`src/rtl/cp0_pkg.sv`:
```
// Shared types for the CP0 register file and its exception-request producer.
package cp0_pkg;

    typedef struct packed {
        logic        valid;
        logic        eret;
        logic [4:0]  code;
        logic [31:0] extra;
        logic [31:0] pc;
        logic        delayslot;
    } except_req_t;

    typedef struct packed {
        logic [31:0] status;
        logic [31:0] cause;
        logic [31:0] epc;
        logic [31:0] badvaddr;
        logic [31:0] count;
        logic [31:0] compare;
        logic [31:0] ebase;
    } cp0_regs_t;

endpackage

```
`src/rtl/cp0_regfile.sv`:
```
// CP0 architectural register file: commits exceptions/ERET, serves MFC0/MTC0, runs Count/Compare.
// Optional timer interrupt (Cause.TI into IP7) is enabled by defining CP0_TIMER_INT_EN.
module cp0_regfile
    import cp0_pkg::*;
#(
    parameter logic [31:0] PRID      = 32'h0001_8000,
    parameter logic [31:0] EBASE_RST = 32'h8000_0000,
    parameter logic [31:0] CONFIG0   = 32'h8000_0083
) (
    input  logic        clk,
    input  logic        rst,
    input  logic [5:0]  hw_int,
    input  except_req_t except_req,
    input  logic [4:0]  raddr,
    input  logic [2:0]  rsel,
    output logic [31:0] rdata,
    input  logic        we,
    input  logic [4:0]  waddr,
    input  logic [2:0]  wsel,
    input  logic [31:0] wdata,
    output cp0_regs_t   cp0_regs,
    output logic [7:0]  interrupt_req
);

    localparam logic [7:0] SelBadVAddr = {5'd8, 3'd0};
    localparam logic [7:0] SelCount    = {5'd9, 3'd0};
    localparam logic [7:0] SelCompare  = {5'd11, 3'd0};
    localparam logic [7:0] SelStatus   = {5'd12, 3'd0};
    localparam logic [7:0] SelCause    = {5'd13, 3'd0};
    localparam logic [7:0] SelEpc      = {5'd14, 3'd0};
    localparam logic [7:0] SelPrid     = {5'd15, 3'd0};
    localparam logic [7:0] SelEbase    = {5'd15, 3'd1};
    localparam logic [7:0] SelConfig   = {5'd16, 3'd0};

    localparam logic [31:0] StatusWmask = 32'h0040_FF07;
    localparam logic [31:0] CauseWmask  = 32'h0080_0300;
    localparam logic [31:0] EbaseWmask  = 32'h3FFF_F000;

    cp0_regs_t regs_q, regs_d;
    logic      toggle_q, toggle_d;
    logic      exc, eret, wr_compare, ti_d;

    always_comb begin
        regs_d     = regs_q;
        toggle_d   = ~toggle_q;
        wr_compare = 1'b0;
        exc        = except_req.valid & ~except_req.eret;
        eret       = except_req.valid & except_req.eret;

        if (toggle_q) begin
            regs_d.count = regs_q.count + 32'd1;
        end

        // Exception/ERET owns the edge; a concurrent MTC0 is dropped entirely.
        if (exc) begin
            if (!regs_q.status[1]) begin
                regs_d.epc       = except_req.delayslot ? except_req.pc - 32'd4 : except_req.pc;
                regs_d.cause[31] = except_req.delayslot;
            end
            regs_d.status[1]  = 1'b1;
            regs_d.cause[6:2] = except_req.code;
            if (except_req.code inside {[5'd1:5'd5]}) begin
                regs_d.badvaddr = except_req.extra;
            end
        end else if (eret) begin
            if (regs_q.status[2]) begin
                regs_d.status[2] = 1'b0;
            end else begin
                regs_d.status[1] = 1'b0;
            end
        end else if (we) begin
            case ({waddr, wsel})
                SelCount: begin
                    regs_d.count = wdata;
                    toggle_d     = 1'b0;
                end
                SelCompare: begin
                    regs_d.compare = wdata;
                    wr_compare     = 1'b1;
                end
                SelStatus: regs_d.status = (regs_q.status & ~StatusWmask) | (wdata & StatusWmask);
                SelCause:  regs_d.cause  = (regs_q.cause & ~CauseWmask) | (wdata & CauseWmask);
                SelEpc:    regs_d.epc    = wdata;
                SelEbase:  regs_d.ebase  = (regs_q.ebase & ~EbaseWmask) | (wdata & EbaseWmask);
                default: ;
            endcase
        end

`ifdef CP0_TIMER_INT_EN
        ti_d = ~wr_compare & (regs_q.cause[30] |
               ((regs_d.count == regs_d.compare) && (regs_d.compare != 32'd0)));
`else
        ti_d = 1'b0;
`endif
        regs_d.cause[30] = ti_d;
        // IP7:2 sample the previous cycle's TI, giving a uniform one-cycle latency.
        regs_d.cause[15:10] = {hw_int[5] | regs_q.cause[30], hw_int[4:0]};
    end

    always_ff @(posedge clk) begin
        if (rst) begin
            regs_q.status   <= 32'h0040_0000;
            regs_q.cause    <= '0;
            regs_q.epc      <= '0;
            regs_q.badvaddr <= '0;
            regs_q.count    <= '0;
            regs_q.compare  <= '0;
            regs_q.ebase    <= EBASE_RST;
            toggle_q        <= 1'b0;
        end else begin
            regs_q   <= regs_d;
            toggle_q <= toggle_d;
        end
    end

    always_comb begin
        rdata = '0;
        case ({raddr, rsel})
            SelBadVAddr: rdata = regs_q.badvaddr;
            SelCount:    rdata = regs_q.count;
            SelCompare:  rdata = regs_q.compare;
            SelStatus:   rdata = regs_q.status;
            SelCause:    rdata = regs_q.cause;
            SelEpc:      rdata = regs_q.epc;
            SelPrid:     rdata = PRID;
            SelEbase:    rdata = regs_q.ebase;
            SelConfig:   rdata = CONFIG0;
            default:     rdata = '0;
        endcase
    end

    assign cp0_regs      = regs_q;
    assign interrupt_req = regs_q.cause[15:8] & regs_q.status[15:8];

endmodule

```
`config.mk`:
```
export PLATFORM = sky130hd
export DESIGN_NAME = cp0_regfile
export DESIGN_NICKNAME = d
export VERILOG_FILES = /design/src/rtl/cp0_pkg.sv /design/src/rtl/cp0_regfile.sv
export SDC_FILE = /design/constraint.sdc
export NUM_CORES = 1
export LEC_CHECK = 0
export BUFFER_PORTS_ARGS = -buffer_cell sky130_fd_sc_hd__buf_2
export CAP_MARGIN = 20
export CORE_MARGIN = 3
export CORE_UTILIZATION = 36
export DETAILED_ROUTE_END_ITERATION = 8
export GPL_TIMING_DRIVEN = 0
export PLACE_DENSITY_LB_ADDON = 0.15
export SLEW_MARGIN = 40
export SYNTH_ARGS = -nofsm -noshare
export SYNTH_HDL_FRONTEND = slang
export SYNTH_SLANG_ARGS = --single-unit
```
`constraint.sdc`:
```
create_clock -name clk -period 6.4 [get_ports clk]
set_input_delay 1.6 -clock clk [delete_from_list [all_inputs] [get_ports clk]]
set_output_delay 1.6 -clock clk [all_outputs]
set_load 0.01 [all_outputs]
```
# After elaboration in Yosys (flattened, before gate mapping)
# Cells that the tools add are included.
dict set report classes {
  n_addsub 2
  order_cmp 2
  eq_ne 18
  muxes 26
  bitwise_logic 11
  n_reduce_logical 18
}
# op n
set op_table {}
lappend op_table {{$mux W32} 9}
lappend op_table {{$mux W96} 3}
lappend op_table {{$pmux W32 S9} 1}
lappend op_table {{$eq A8 B7 Y1 const B} 14}
lappend op_table {{$mux W67} 1}
lappend op_table {{$mux W64} 1}
lappend op_table {{$add A32 B1 Y32 const B} 1}
lappend op_table {{$or A32 B23 Y32} 1}
lappend op_table {{$or A32 B24 Y32} 1}
lappend op_table {{$or A32 B30 Y32} 1}
lappend op_table {{$sub A32 B3 Y32 const B} 1}
lappend op_table {{$reduce_and A4 Y1} 6}
lappend op_table {{$reduce_bool A2 Y1} 5}
lappend op_table {{$reduce_and A3 Y1} 3}
lappend op_table {{$and A8 B8 Y8} 1}
lappend op_table {{$eq A8 B8 Y1 const B} 1}
lappend op_table {{$mux W1} 8}
lappend op_table {{$reduce_bool A3 Y1} 2}
lappend op_table {{$ge A5 B1 Y1 const B} 1}
lappend op_table {{$le A5 B3 Y1 const B} 1}
lappend op_table {{$mux W5} 1}
lappend op_table {{$ne A2 B2 Y1 const B} 2}
lappend op_table {{$not A1 Y1} 4}
lappend op_table {{$mux W3} 1}
lappend op_table {{6 further kinds} 7}
dict set report word_totals {
  register_bits 225
  in_bits 129
  out_inout_bits 264
  elab_cells 91
}

# Longest topological paths before layout
# Gate-level depths: netlist (run 1).
dict set report depth {
  word_depth 6
  mapped_depth 9
  mapped_depth_nobuf 7
}

# Worst setup path before layout (run 1)
# OpenSTA, ideal clock, no wires.
dict set report synth_path {
  kind {in2out}
  start {input port rsel[1]}
  end {output port rdata[21]}
  arrival_time_ns 3.171
  required_time_ns 4.800
  slack_ns 1.629
  path_stages 6
  n_path_buf 2
  cell_sequence {or4b_1 -> clkbuf_1 -> nor3_1 -> and2_1 -> buf_2 -> a221o_1}
}
dict set report synth_between {
  elab_chain_len 2
}
# element line
set synth_lines {}
lappend synth_lines {{from (decl)} cp0_regfile.sv:15} ;# input logic [2:0] rsel,
lappend synth_lines {{$eq A8 B8 Y1 / $eq A8 B7 Y1 (equally long branches)} cp0_regfile.sv:118} ;# case ({raddr, rsel})
lappend synth_lines {{$pmux W32 S9 (*)} cp0_regfile.sv:118}
lappend synth_lines {{to (decl)} cp0_regfile.sv:16} ;# output logic [31:0] rdata,
# Every way passes the cells marked *; elsewhere a longest branch is shown, timed or not.

# Worst setup path after layout (run 1)
dict set report layout_path {
  start {input port raddr[0]}
  end {output port rdata[17]}
}
dict set report layout_between {
  elab_chain_len 2
}
# element line
set layout_lines {}
lappend layout_lines {{from (decl)} cp0_regfile.sv:14} ;# input logic [4:0] raddr,
lappend layout_lines {{$eq A8 B8 Y1 / $eq A8 B7 Y1 (equally long branches)} cp0_regfile.sv:118}
lappend layout_lines {{$pmux W32 S9 (*)} cp0_regfile.sv:118}
# Marks and branches as above.

==> reports/results.ini, run 1 <==
[synth]
synth_edf_count=0
synth_common_cells=nand2_1 (258), dfxtp_1 (174), a21oi_1 (116), nor2_1 (88), clkbuf_1 (77)
yosysTopAreaCell=dfxtp_1
yosys_register_bits=174
synth_seq_area_share=0.3676
synthTopCellsByArea=dfxtp_1 (37%), nand2_1 (10%), a21oi_1 (6.1%)
synth_top_cell_area_share=0.3676
synthArstFlopShare=0
postSynth.topFlopCell=dfxtp_1
yosysUniqueCellTypes=64
synth_area_mm2=0.009477
yosysWarnings=0
syn_area_per_cell_um2=7.717
synth.most_common_cell=nand2_1
synth_cells=1228

[place]
port_buffers=337
dpl-instance-area_mm2=0.01177
place_congestion=0.9941
pre_cts_slack_ns=0.6746
post-dp-hpwl_mm=37.17

[routing]
postRouteAntennaNets=0
via_per_inst=5.456
drt-initial-drc-count=955
wl_per_cell_um=23.03
wl_mm=45.57
route.detailed.drc=0
firstDrtPassIters=5
via_count=10800

[timing]
finalClockSkew_ns=0.01144
setup_viol=0
tightest_slew_ns=0.8312
setup_ws_ns=0.5761
fin_crit_ns=5.824
rsz0062_at_grt=false
maxSlewViolCount=0
setup_tns_ns=0
holdWs_ns=0.4723
max_freq_ghz=0.1717
slew_headroom=0.4416
hold_viol_final=0
finalCritPeriodShare=0.9100

[floorplanning]
io_pins=393
die_x_um=168.2
core_area_mm2=0.02554
initial_core_util=0.3710
num_rows=58
dieArea_mm2=0.02831
die_y_um=168.2

[setup_path]
timing.critical_path.slowest_cell_delay_ns=0.45
crit_type=in2out
worst-path-buf-inv=4
cp.arrival_ns=4.22
worst-path-max-fanout=10
slowest_stage=or4b_1
path_common_cell=buf_2
worstPathCellList=buf_2, or4b_1, clkbuf_1, nor3_1, and2_1, buf_2, nand2_1, o221ai_1, buf_2
critical_path.top_delay_family=simple AND/OR/NAND/NOR gates
endpoint_kind=output pin
crit_required_ns=4.80
cp-start-kind=primary input

[clock_network]
htreeDepth=4
path_clk_slew_ns=0.07
cts_tree=yes
cts.sinks=174
postCtsHoldBufs=0
cts-root-buf=clkbuf_16
cts_buffers=17
post-cts-setup-buffers=0
clk_latency_ns=0.44
postCtsResizedCells=0
clock_path_buffers=2

[power_and_ir_drop]
power_mw=2.490
p_per_area_mw_per_mm2=201.4
max-vdd-ir-drop_v=0.0002032
p_leak_nw=5.264

[grt]
grt_max_degree=17
antenna_found_initial=1
overflow=0
first_global_vias=9931
grt_pass1_wl_mm=65.61
grt_use_total=0.3061

[finish]
num-nets-final=1765
layout-drive-gt1-share=0.2708
area_delta_synth_final_pct=30.45
final_area_mm2=0.01236

[flow_run]
max_cap_viol_count=0

[run_status]
status=completed

[hold_path]
hold_path.class=reg2reg

==> worst min-delay path: stages (launching register included) <==
cell,delay (ns)
dfxtp_1,0.32
nand2_1,0.06
a21oi_1,0.05
==> placed cells by master (no fill, tap or decap), drive strengths merged, types with 6 or more instances in the layout <==
cell    instances
a211oi         52
a21oi         116
a221o           8
a22o           13
a22oi          32
a311oi          8
and2           15
and3           12
and4            6
buf           401
clkbuf         97
conb           51
dfxtp         174
inv            10
mux2i          32
nand2         258
nand2b          6
nand3          26
nand4          19
nor2           88
nor2b          13
nor3           19
nor3b           6
nor4           17
o21ai          27
o221ai         10
o31a            7
or2             6
or3            13
or4             7
xnor2          10
xor2           31
==> layer usage <==
layer / vias up / track usage / wire (µm)
met5: - / 0 / 0
met4: 0 / 0.09427 / 1398
met3: 69 / 0.05870 / 4207
met2: 558 / 0.5025 / 20870
met1: 5067 / 0.4083 / 19090
li1: 5103 / - / -
==> report_power, final <==
part | total [mW] | internal, mW | leakage (nW) | switching, mW
sequential | 1.14 | 1.11 | 1.41 | 0.0364
combinational | 0.305 | 0.115 | 3.57 | 0.191
clock | 1.04 | 0.556 | 0.281 | 0.486
total | 2.49 | 1.78 | 5.26 | 0.713
==> through the flow <==
stage,cells,utilization
2_1_floorplan,1277,-
3_3_place_gp,1944,0.4604
3_5_place_dp,1944,0.4608
4_1_cts,1976,0.4832
5_1_grt,1978,0.4838
6_report,1979,0.4839
==> final cells by class <==
type | instances | area [µm²]
multi-input combinational | 958 | 5436
clock inverter | 13 | 128.9
sequential | 174 | 3483
tap | 330 | 412.9
inverter | 4 | 15.01
clock buffer | 19 | 442.9
buffer | 141 | 739.5
timing repair buffer | 338 | 1698
antenna | 2 | 5.005
fill | 2651 | 13180
==> kinds of logic (layout without fill, tap and decap cells) <==
| kind of cell | count (synthesis) | after routing | synth area share |
|---|---|---|---|
| xor+xnor | 41 | 41 | 0.03789 |
| flops | 174 | 174 | 0.3676 |
| mux | 34 | 34 | 0.03618 |
| fa+ha+maj | 2 | 2 | 0.002640 |
| buf+inv | 145 | 515 | 0.07961 |
| compound gates | 310 | 310 | 0.2175 |
| simple gates | 520 | 520 | 0.2579 |
| other cells | 2 | 53 | 0.0007925 |
==> worst paths after layout <==
kind	slack [ns]	endpoint	cells past startpoint	start
setup reg to reg	3.72	cp0_regs[95]	6	cp0_regs[74]
setup / recovery	0.58	rdata[17]	9	raddr[0]
hold reg to reg	0.47	cp0_regs[19]	2	cp0_regs[19]
hold / removal	0.47	cp0_regs[19]	2	cp0_regs[19]
==> sequential cells by signal, indices dropped and copies added (netlist names) <==
signal    cells
toggle_q      1
cp0_regs    173
No activity file was read; power rests on OpenSTA's default activity.
==> inputs of run 2 (changes only) <==
--- a/config.mk
+++ b/config.mk
@@ -11,7 +11,7 @@
 export CORE_UTILIZATION = 36
 export DETAILED_ROUTE_END_ITERATION = 8
 export GPL_TIMING_DRIVEN = 0
-export PLACE_DENSITY_LB_ADDON = 0.15
+export PLACE_DENSITY = 0.62
 export SLEW_MARGIN = 40
 export SYNTH_ARGS = -nofsm -noshare
 export SYNTH_HDL_FRONTEND = slang
==> reports/results.ini, run 2 (synthesis results as in run 1) <==
[routing]
drt-initial-drc-count=1209  ; +27%
firstDrtPassIters=5  ; unchanged
route.detailed.drc=0  ; unchanged
wl_mm=45.75  ; +0.39%
postRouteAntennaNets=0  ; unchanged
via_count=10930  ; +1.2%
via_per_inst=5.532  ; +1.4%
wl_per_cell_um=23.15  ; +0.55%

[timing]
setup_ws_ns=0.6132  ; +0.03714 ns
holdWs_ns=0.4619  ; -0.01045 ns
tightest_slew_ns=0.8529  ; +0.02169 ns
maxSlewViolCount=0  ; unchanged
slew_headroom=0.4271  ; -0.01457
setup_viol=0  ; unchanged
fin_crit_ns=5.787  ; -0.03714 ns
setup_tns_ns=0  ; unchanged
rsz0062_at_grt=false
finalClockSkew_ns=0.01089  ; -0.0005545 ns
hold_viol_final=0  ; unchanged
max_freq_ghz=0.1728  ; +0.64%
finalCritPeriodShare=0.9042  ; -0.005804

[flow_run]
max_cap_viol_count=0  ; unchanged

[power_and_ir_drop]
p_per_area_mw_per_mm2=201.6  ; about the same
p_leak_nw=5.260  ; about the same
max-vdd-ir-drop_v=0.0001880  ; -7.5%

[clock_network]
cts-root-buf=clkbuf_16
post-cts-setup-buffers=0  ; unchanged
path_clk_slew_ns=0.07  ; about the same
cts_buffers=17  ; unchanged
htreeDepth=4  ; unchanged
postCtsResizedCells=0  ; unchanged
clk_latency_ns=0.44  ; about the same
cts.sinks=174  ; unchanged
postCtsHoldBufs=0  ; unchanged
clock_path_buffers=2  ; unchanged
cts_tree=yes

[hold_path]
hp-start=cp0_regs[192]
hold_path.class=reg2reg

[grt]
grt_use_total=0.3055  ; -0.0005817
grt_max_degree=17  ; unchanged
antenna_found_initial=0  ; -1
overflow=0  ; unchanged
first_global_vias=9788  ; -1.4%
grt_pass1_wl_mm=65.18  ; -0.64%

[setup_path]
crit_type=in2out
worst-path-max-fanout=10  ; unchanged
cp-start-kind=primary input
cp.arrival_ns=4.19  ; -0.03 ns
startpoint=raddr[0]
r2r_start=cp0_regs[75]
crit_required_ns=4.80  ; about the same
endpoint_kind=output pin

[finish]
multi_input_area_mm2=0.005434  ; about the same
fin_util=0.4832  ; -0.0006860
antenna_cells=0  ; -2
area_delta_synth_final_pct=30.26
final_area_mm2=0.01234  ; -0.14%
layout-drive-gt1-share=0.2704  ; -0.0004430
fillCellCount=2663  ; +0.45%
seqCellArea_mm2=0.003483  ; unchanged
num-nets-final=1764  ; -0.057%
layout_commonest_cell=buf_2
final_cell_mix=buf_2 (342), nand2_1 (258), dfxtp_1 (174)
largest_register_ffs=173  ; unchanged

[floorplanning]
core_area_mm2=0.02554  ; unchanged
num_rows=58  ; unchanged
die_x_um=168.2  ; unchanged
dieArea_mm2=0.02831  ; unchanged
die_y_um=168.2  ; unchanged
initial_core_util=0.3710  ; unchanged
io_pins=393  ; unchanged

[place]
post-dp-hpwl_mm=37.32  ; +0.40%
port_buffers=337  ; unchanged
dpl-instance-area_mm2=0.01177  ; unchanged
pre_cts_slack_ns=0.6799  ; +0.005373 ns
place_congestion=1.025  ; +3.1%

[run_status]
status=completed

run 2: layer usage:
layer / vias up / global-route usage / wire length [µm]
met5: - / 0 / 0
met4: 0 / 0.07506 / 1077
met3: 66 / 0.05565 / 4489
met2: 672 / 0.5104 / 21580
met1: 5095 / 0.4099 / 18600
li1: 5098 / - / -
run 2: power breakdown:
part	switching (mW)	internal (mW)
combinational	0.190	0.114
sequential	0.0375	1.11
clock	0.487	0.554
total	0.714	1.77
run 2: stage by stage:
stage	power, mW	std cells
6_report	2.488	1976
5_1_grt	2.559	1976
3_5_place_dp	1.464	1944
2_1_floorplan	1.306	1277
4_1_cts	2.486	1976
3_3_place_gp	1.462	1944
run 2: area by class of cell:
| type | instances | share of cell area |
|---|---|---|
| multi-input combinational | 958 | 0.4402 |
| sequential | 174 | 0.2822 |
| timing repair buffer | 337 | 0.1366 |
| buffer | 141 | 0.05990 |
| clock buffer | 18 | 0.03558 |
| tap | 330 | 0.03345 |
| clock inverter | 14 | 0.01085 |
| inverter | 4 | 0.001216 |
run 2: path summary, 6_finish.rpt:
check / to / slack [ns] / depth (start not counted)
max: rdata[17] / 0.61 / 9
min: cp0_regs[192] / 0.46 / 2
max reg2reg: cp0_regs[95] / 3.77 / 6
min reg2reg: cp0_regs[192] / 0.46 / 2
run 2: worst max-delay path, cell delays in order:
cell      delay [ns]
buf_2           0.20
or4b_1          0.45
clkbuf_1        0.27
nor3_1          0.45
and2_1          0.41
buf_2           0.35
nand2_1         0.10
o221ai_1        0.14
buf_2           0.21
==> inputs of run 3 (changes only) <==
--- a/config.mk
+++ b/config.mk
@@ -5,13 +5,14 @@
 export SDC_FILE = /design/constraint.sdc
 export NUM_CORES = 1
 export LEC_CHECK = 0
-export BUFFER_PORTS_ARGS = -buffer_cell sky130_fd_sc_hd__buf_2
 export CAP_MARGIN = 20
 export CORE_MARGIN = 3
 export CORE_UTILIZATION = 36
+export CTS_CLUSTER_DIAMETER = 50
 export DETAILED_ROUTE_END_ITERATION = 8
+export DONT_BUFFER_PORTS = 1
 export GPL_TIMING_DRIVEN = 0
-export PLACE_DENSITY = 0.62
+export PLACE_DENSITY = 0.49
 export SLEW_MARGIN = 40
 export SYNTH_ARGS = -nofsm -noshare
 export SYNTH_HDL_FRONTEND = slang
==> constraint.sdc (replaced) <==
create_clock -name clk -period 6 [get_ports clk]
set_input_delay 1.5 -clock clk [delete_from_list [all_inputs] [get_ports clk]]
set_output_delay 1.5 -clock clk [all_outputs]
set_load 0.01 [all_outputs]
==> reports/results.ini, run 3 (synthesis results as in run 1) <==
[finish]
largest_register_ffs=173  ; unchanged
final_cell_mix=nand2_1 (258), dfxtp_1 (174), a21oi_1 (116)
area_delta_synth_final_pct=12.71
fillCellCount=2748  ; +3.2%
seqCellArea_mm2=0.003483  ; unchanged
layout_commonest_cell=nand2_1
layout-drive-gt1-share=0.08251  ; -0.1878
num-nets-final=1427  ; -19%
multi_input_area_mm2=0.005434  ; unchanged

[power_and_ir_drop]
comb_power_share=0.080  ; -0.042
power_frac_seq=0.476  ; +0.017
p_sw_frac=0.2741  ; -0.01282
max-vdd-ir-drop_v=0.0001946  ; +3.5%
p_per_area_mw_per_mm2=243.8  ; +21%
p_sw_mw=0.7140  ; about the same
p_leak_nw=3.617  ; -31%
intPower_mw=1.891  ; +6.5%
power_mw=2.605  ; +4.7%
p_clk_frac=0.444  ; +0.025

[grt]
met3_usage=0.08453  ; +0.02888
overflow=0  ; unchanged
grt_use_total=0.3066  ; +0.001030
top_usage_layer=met2
grt_pass1_wl_mm=64.36  ; -1.3%
grt_max_degree=17  ; unchanged
grt_use_met2=0.5076  ; -0.002807
grt_util_met1=0.3889  ; -0.02098
antenna_found_initial=1  ; +1
first_global_vias=9039  ; -7.7%

[setup_path]
crit_type=in2out
worst-path-max-fanout=10  ; unchanged
reg2reg_to=cp0_regs[95]
r2r_start=cp0_regs[76]
worstSetupEndpoint=rdata[20]
r2r_setup_slack_ns=3.14  ; -0.63 ns
startpoint=raddr[2]
endpoint_kind=output pin
cp.arrival_ns=3.85  ; -0.34 ns
cp-start-kind=primary input
reg2regPathDepth=6  ; unchanged
crit_required_ns=4.50  ; -0.30 ns

[routing]
route.detailed.drc=0  ; unchanged
postRouteAntennaNets=0  ; unchanged
via_count=9637  ; -12%
firstDrtPassIters=5  ; unchanged
wl_mm=45.57  ; -0.40%
wl_per_cell_um=27.79  ; +20%
drt-initial-drc-count=758  ; -37%
via_per_inst=5.876  ; +6.2%

[floorplanning]
io_pins=393  ; unchanged
initial_core_util=0.3710  ; unchanged
die_x_um=168.2  ; unchanged
num_rows=58  ; unchanged
dieArea_mm2=0.02831  ; unchanged
die_y_um=168.2  ; unchanged
core_area_mm2=0.02554  ; unchanged

[clock_network]
htreeDepth=4  ; unchanged
cts-root-buf=clkbuf_16
cts_buffers=17  ; unchanged
postCtsResizedCells=0  ; unchanged
clk_latency_ns=0.44  ; about the same
cts.sinks=174  ; unchanged
clock_path_buffers=2  ; unchanged
path_clk_slew_ns=0.07  ; about the same
postCtsHoldBufs=0  ; unchanged
post-cts-setup-buffers=0  ; unchanged
cts_tree=yes

[place]
place_congestion=0.9997  ; -2.5%
pre_cts_slack_ns=0.7193  ; +0.03939 ns
port_buffers=0  ; -100%
post-dp-hpwl_mm=37.28  ; -0.12%

[timing]
hold_viol_final=0  ; unchanged
setup_tns_ns=0  ; unchanged
maxSlewViolCount=0  ; unchanged
max_freq_ghz=0.1868
rsz0062_at_grt=false
setup_viol=0  ; unchanged
slew_headroom=0.3898  ; -0.03725
tightest_slew_ns=0.9153  ; +0.06243 ns
fin_crit_ns=5.353
finalCritPeriodShare=0.8922
setup_ws_ns=0.6465  ; +0.03326 ns
finalClockSkew_ns=0.01077  ; -0.0001152 ns

[run_status]
status=completed

[flow_run]
max_cap_viol_count=0  ; unchanged

[hold_path]
hold_path.class=reg2reg

## run 3: layer usage
layer,part of all wire,routed length [µm]
met5,0,0
met3,0.10,4731
met4,0.027,1253
met1,0.40,18320
met2,0.47,21270
## run 3: worst min path at each step
stage	startpoint	to	cells after the start
2_1_floorplan	cp0_regs[192]	cp0_regs[192]	2
3_3_place_gp	cp0_regs[59]	cp0_regs[59]	2
3_5_place_dp	cp0_regs[61]	cp0_regs[61]	2
4_1_cts	cp0_regs[26]	cp0_regs[26]	2
5_1_grt	cp0_regs[57]	cp0_regs[57]	2
6_report	cp0_regs[166]	cp0_regs[166]	2
## run 3: through the flow
step	instance area, µm²	instances	hold slack (ns)	util
after floorplan	9661	1277	0.4839	-
after global placement	10070	1607	0.5168	0.3943
after detailed placement	10080	1607	0.5205	0.3948
after CTS	10680	1639	0.5294	0.4181
after global routing	10680	1640	0.5514	0.4182
final	10680	1640	0.5289	0.4182
## run 3: cell type report
type,count,share of cell area
diodes,1,0.0002343
plain buffers,141,0.06923
clock buffers,18,0.04112
clock inverters,14,0.01453
inverters,4,0.001406
multi-input cells,958,0.5087
flip-flops and latches,174,0.3261
well taps,330,0.03866
## run 3: power by group through the flow
stage               logic, mW  registers [mW]  clock network, mW
floorplan               0.158            1.23                  0
global placement        0.205            1.26                  0
detailed placement      0.206            1.26                  0
CTS                     0.207            1.24               1.17
global route            0.229            1.24               1.20
finish                  0.210            1.24               1.16
## run 3: critical path: stages
cell and delay (ns):
clkbuf_1 0.27, and2_0 0.44, and2_1 0.18, buf_2 0.27, and3_1 0.29, clkbuf_1 0.49
o2bb2ai_1 0.19, a221o_1 0.21
